$ cat src/rtl/logic_unit_arbiter.sv
`default_nettype none
// ============================================================================
//  Module      : logic_unit / logic_unit_arbiter
//  Description : Round-robin sharing of one logic_unit between NREQ
//                requesters over valid/ready request and response channels.
//                Each operation takes IDLE -> EXEC -> RESP, at least three
//                cycles.
//  Revision    : 1.0  initial release
// ============================================================================

// ----------------------------------------------------------------------------
// logic_unit: combinational bitwise/shift unit.
//   000 a|b   001 a^b   010 a&b   011 ~a   100 a>>b   101 a<<b
//   110/111 are illegal; z is driven to zero so it never carries X.
// ----------------------------------------------------------------------------
module logic_unit #(
    parameter int N = 8
) (
    input  logic [N-1:0] a,
    input  logic [N-1:0] b,
    input  logic [2:0]   op,
    output logic [N-1:0] z
);

    // Operation decode.
    always_comb begin
        z = '0;
        case (op)
            3'b000:  z = a | b;
            3'b001:  z = a ^ b;
            3'b010:  z = a & b;
            3'b011:  z = ~a;
            3'b100:  z = a >> b;
            3'b101:  z = a << b;
            default: z = '0;
        endcase
    end

endmodule

// ----------------------------------------------------------------------------
// logic_unit_arbiter
// ----------------------------------------------------------------------------
module logic_unit_arbiter #(
    parameter  int N    = 8,
    parameter  int NREQ = 2,
    localparam int IDW  = (NREQ > 1) ? $clog2(NREQ) : 1
) (
    input  logic              clk,
    input  logic              rst,
    input  logic [NREQ-1:0]   req_valid,
    output logic [NREQ-1:0]   req_ready,
    input  logic [NREQ*N-1:0] req_a,
    input  logic [NREQ*N-1:0] req_b,
    input  logic [NREQ*3-1:0] req_op,
    output logic              rsp_valid,
    input  logic              rsp_ready,
    output logic [N-1:0]      rsp_result,
    output logic [IDW-1:0]    rsp_id,
    output logic              rsp_err,
    output logic              busy
);

    localparam logic [1:0] S_IDLE = 2'd0;
    localparam logic [1:0] S_EXEC = 2'd1;
    localparam logic [1:0] S_RESP = 2'd2;

    localparam logic [IDW:0]   c_nreq = (IDW+1)'(NREQ);
    localparam logic [IDW-1:0] c_last = IDW'(NREQ - 1);

    logic [1:0]     r_state;
    logic [1:0]     w_next;
    logic [IDW-1:0] r_rr_ptr;
    logic [N-1:0]   r_a;
    logic [N-1:0]   r_b;
    logic [2:0]     r_op;
    logic [IDW-1:0] r_id;

    logic [IDW-1:0] w_cand [NREQ];
    logic           w_found;
    logic [IDW-1:0] w_grant;
    logic           w_accept;
    logic [IDW-1:0] w_ptr_next;
    logic [N-1:0]   w_z;
    logic           w_illegal;

    // Candidate k in priority order is (rr_ptr + k) mod NREQ.
    for (genvar gk = 0; gk < NREQ; gk++) begin : g_cand
        logic [IDW:0] w_sum;
        assign w_sum      = {1'b0, r_rr_ptr} + (IDW+1)'(gk);
        assign w_cand[gk] = (w_sum >= c_nreq) ? IDW'(w_sum - c_nreq) : w_sum[IDW-1:0];
    end

    // Round-robin winner: first valid requester starting at rr_ptr.
    always_comb begin
        w_found = 1'b0;
        w_grant = '0;
        for (int k = 0; k < NREQ; k++) begin
            if (!w_found && req_valid[w_cand[k]]) begin
                w_found = 1'b1;
                w_grant = w_cand[k];
            end
        end
    end

    // One-hot ready toward the winner, only while idle and out of reset.
    always_comb begin
        req_ready = '0;
        if (r_state == S_IDLE && w_found && !rst) begin
            req_ready[w_grant] = 1'b1;
        end
    end

    assign w_accept   = |(req_valid & req_ready);
    assign w_ptr_next = (w_grant == c_last) ? '0 : w_grant + IDW'(1);
    assign w_illegal  = (r_op[2:1] == 2'b11);

    logic_unit #(.N(N)) u_unit (
        .a  (r_a),
        .b  (r_b),
        .op (r_op),
        .z  (w_z)
    );

    // Next-state logic for the IDLE -> EXEC -> RESP sequence.
    always_comb begin
        w_next = r_state;
        case (r_state)
            S_IDLE:  if (w_accept)  w_next = S_EXEC;
            S_EXEC:  w_next = S_RESP;
            S_RESP:  if (rsp_ready) w_next = S_IDLE;
            default: w_next = S_IDLE;
        endcase
    end

    // State register with registered valid/busy derived from the next state.
    always_ff @(posedge clk) begin
        if (rst) begin
            r_state   <= S_IDLE;
            rsp_valid <= 1'b0;
            busy      <= 1'b0;
        end else begin
            r_state   <= w_next;
            rsp_valid <= (w_next == S_RESP);
            busy      <= (w_next != S_IDLE);
        end
    end

    // Request capture, pointer advance and result capture in EXEC.
    always_ff @(posedge clk) begin
        if (rst) begin
            r_rr_ptr   <= '0;
            r_a        <= '0;
            r_b        <= '0;
            r_op       <= '0;
            r_id       <= '0;
            rsp_result <= '0;
            rsp_id     <= '0;
            rsp_err    <= 1'b0;
        end else begin
            if (w_accept) begin
                r_a      <= req_a[w_grant*N +: N];
                r_b      <= req_b[w_grant*N +: N];
                r_op     <= req_op[w_grant*3 +: 3];
                r_id     <= w_grant;
                r_rr_ptr <= w_ptr_next;
            end
            // Illegal ops never sample the unit; the result is forced to zero.
            if (r_state == S_EXEC) begin
                rsp_result <= w_illegal ? '0 : w_z;
                rsp_err    <= w_illegal;
                rsp_id     <= r_id;
            end
        end
    end

endmodule
`default_nettype wire
$ cat config.mk
export PLATFORM = sky130hd
export DESIGN_NAME = logic_unit_arbiter
export DESIGN_NICKNAME = d
export VERILOG_FILES = /design/src/rtl/logic_unit_arbiter.sv
export SDC_FILE = /design/constraint.sdc
export NUM_CORES = 1
export LEC_CHECK = 0
export BUFFER_PORTS_ARGS = -buffer_cell sky130_fd_sc_hd__buf_4
export CORE_AREA = 2 2 87 89
export DETAILED_ROUTE_END_ITERATION = 8
export DIE_AREA = 0 0 89 91
export SKIP_LAST_GASP = 1
export SLEW_MARGIN = 5
export SYNTH_ARGS = -nofsm -noshare
export SYNTH_HDL_FRONTEND = slang
export SYNTH_SLANG_ARGS = --single-unit
$ cat constraint.sdc
create_clock -name clk -period 2 [get_ports clk]
set_input_delay 0.1 -clock clk [delete_from_list [all_inputs] [get_ports clk]]
set_output_delay 0.1 -clock clk [all_outputs]
set_load 0.02 [all_outputs]
==> flow_summary.json <==
{
  "cts_tree": "yes",
  "slowest_delay_ns": 0.58,
  "hold_class": "in2reg",
  "crit_cells": 5,
  "synth_area_per_cell_um2": 8.67,
  "critical-path-top-delay-family": "flip-flops",
  "drt_iter0_drc": 188,
  "seq_area_frac_synth_pct": 28.9,
  "port_buffers": 56,
  "critPathLaunch": "r_b[1]",
  "synth_nets": 339,
  "drtPass1Iterations": 5,
  "fin_crit_ns": 1.78,
  "cp_slowest_cell": "dfxtp_1",
  "ioPinCount": 57,
  "synth_seq_cells": 35,
  "grt_max_degree": 42,
  "grt_util_met2_pct": 24.6,
  "crit_required_ns": 2.17,
  "ys_types": 47,
  "gp_congestion": 0.948,
  "via_per_inst": 5.20,
  "hold_path_startpoint": "req_op[3]",
  "slew_violations": 0,
  "die_area_um2": 8100,
  "grtUsageMet1_pct": 24.1,
  "drc": 0,
  "endpoint": "rsp_result[1]",
  "fin_area_um2": 3110,
  "arrival_ns": 1.95,
  "syn_to_final_growth_pct": 28.0,
  "grt_pass1_vias": 2108,
  "rsz0062_at_grt": "no",
  "cts_hold_buf": 0,
  "reg2reg_to": "rsp_result[1]",
  "p_per_area_nw_per_um2": 672,
  "grt.busiest_layer": "met2",
  "wl_um": 6310,
  "placed_cell_area_um2": 3020,
  "nets": 401,
  "grtUsageTotal_pct": 16.4,
  "use_met3_pct": 2.73,
  "coreArea_um2": 7140,
  "peakVddDrop_v": 0.000264,
  "tns_ns": 0,
  "worst-path-buf-inv": 1,
  "r2r-start": "r_b[1]",
  "dp.cells": 434,
  "max_slew_margin_pct": 59.5,
  "num_vias": 2298,
  "fp-row-count": 31,
  "leakagePower_nw": 1.38,
  "asyncSetResetFlopFracSynth_pct": 0,
  "die_h_um": 91,
  "post-cts-setup-buffers": 0,
  "clock.fmax_ghz": 0.561,
  "antenna_left": 0,
  "numCtsBuffers": 5,
  "antenna_found_initial": 0,
  "worst-r2r-setup-slack_ns": 0.22,
  "hpwlAfterDp_um": 5000,
  "endpoint_kind": "flop",
  "ctsResizeCount": 0,
  "clk_pin_slew_ns": 0.08,
  "start_util_pct": 34.0,
  "num_antenna_cells": 0,
  "ys.flop_type": "dfxtp_1",
  "gr-total-overflow": 0,
  "tightest_slew_ns": 0.606,
  "criticalPathCategory": "reg2reg",
  "reg2regPathDepth": 5,
  "synth_cells": 280,
  "min_path_cells": 3,
  "synth-edff-count": 0,
  "ys_warn_count": 0,
  "die_x_um": 89,
  "finalClockSkew_ns": 0.00710,
  "insertion_delay_ns": 0.29,
  "cp_max_fo": 12,
  "path_cells": "inv_1 > ha_1 > mux4_2 > a22oi_1 > o22ai_1",
  "fin_cells": 442,
  "netlist_area_um2": 2430,
  "post_drt_wl_per_cell_um": 14.3,
  "period_share_pct": 89.1,
  "setup_viol": 0,
  "grt_pass1_wl_um": 10500,
  "hold_viol": 0,
  "maxCapViolations": 0,
  "clockRootBuffer": "clkbuf_8",
  "status": "completed",
  "cts_buffer_depth": 2,
  "cp-start-kind": "flop",
  "drive_above_1_share_pct": 28.6,
  "cts_sinks": 35,
  "h-tree-depth": 2
}
-- metal layers --
metal,wire length (um),share of wire [%]
met5,0,0
met2,2860,45
met3,392,6.2
met1,2980,47
met4,78,1.2
-- cell usage after synthesis, types with 2 or more instances --
cell / n / area share (%)
nand3_1: 23 / 4.7
o21ai_1: 2 / 0.41
a21oi_1: 12 / 2.5
nor2_1: 14 / 2.2
a22oi_1: 9 / 2.8
nor2b_1: 4 / 1.0
o21ai_0: 21 / 4.3
o2111ai_1: 2 / 0.72
o31ai_1: 2 / 0.62
ha_1: 16 / 8.2
o22ai_1: 11 / 2.8
dfxtp_1: 35 / 29
nand4_1: 2 / 0.52
buf_2: 10 / 2.1
inv_1: 26 / 4.0
mux4_2: 7 / 6.5
o22ai_2: 2 / 1.0
clkbuf_1: 7 / 1.1
buf_4: 2 / 0.62
o32ai_1: 3 / 1.1
nand2b_1: 2 / 0.52
nor3_1: 6 / 1.2
mux2i_1: 30 / 12
nand2_1: 9 / 1.4
-- flip-flops by register name, indices dropped and copies added (netlist names) --
name,cells
r_a,8
r_b,8
rsp_result,8
r_op,3
r_state,2
busy,1
r_id,1
r_rr_ptr,1
rsp_err,1
rsp_id,1
rsp_valid,1
-- layout by cell type, fill, tap and decap left out, drive strengths merged, types with 2 or more instances in the layout --
master	instances
buf	76
dfxtp	35
mux2i	30
inv	26
o21ai	24
nand3	23
ha	16
nor2	14
o22ai	13
a21oi	12
nand2	9
a22oi	9
mux4	8
nor3	6
clkbuf	6
nor2b	4
o32ai	4
nand2b	2
nand4	2
o31ai	2
o2111ai	2
clkinv	2
-- worst min-delay path by stage --
stage / end / slack, ns
floorplan: r_b[0] / 0.28
global placement: r_a[7] / 0.38
detailed placement: r_a[4] / 0.38
CTS: r_a[4] / 0.08
global route: r_a[0] / 0.10
finish: r_op[0] / 0.09
-- kinds of logic (layout without fill, tap and decap cells) --
| group | count (synthesis) | after routing | share of synthesized area [%] |
|---|---|---|---|
| buf+inv | 48 | 111 | 8.55 |
| compound gates | 72 | 72 | 19.2 |
| simple gates | 71 | 71 | 15.2 |
| flops | 35 | 35 | 28.9 |
| mux | 38 | 38 | 19.9 |
| fa+ha+maj | 16 | 16 | 8.24 |
-- power breakdown --
| group | switching, mW | internal (mW) |
|---|---|---|
| clock network | 0.268 | 0.243 |
| logic | 0.382 | 0.354 |
| registers | 0.0740 | 0.769 |
| total | 0.723 | 1.37 |
-- final cells by class --
type | instances | area (um^2)
fillers | 733 | 4030
clock buffers | 6 | 72.6
inverters | 27 | 101
clock inverters | 2 | 12.5
repair buffers | 76 | 571
multi-input cells | 197 | 1530
well taps | 99 | 124
flip-flops and latches | 35 | 701
-- stage by stage --
stage	setup WS (ns)	hold WS, ns	util, %	total power [mW]
finish	0.218	0.0875	43.6	2.09
global route	0.119	0.103	43.6	2.23
CTS	0.215	0.0806	43.6	2.11
detailed placement	0.232	0.385	42.4	1.59
global placement	0.267	0.380	42.4	1.59
floorplan	0.0159	0.284	-	1.33
-- worst reg2reg max path, delay by kind of cell (launching register included) --
family / cells / cell delay (ns)
fa+ha+maj: 1 / 0.27
buf+inv: 1 / 0.10
mux: 1 / 0.45
flops: 1 / 0.58
compound gates: 2 / 0.27
Note: power is estimated with default switching activity, not from simulation.
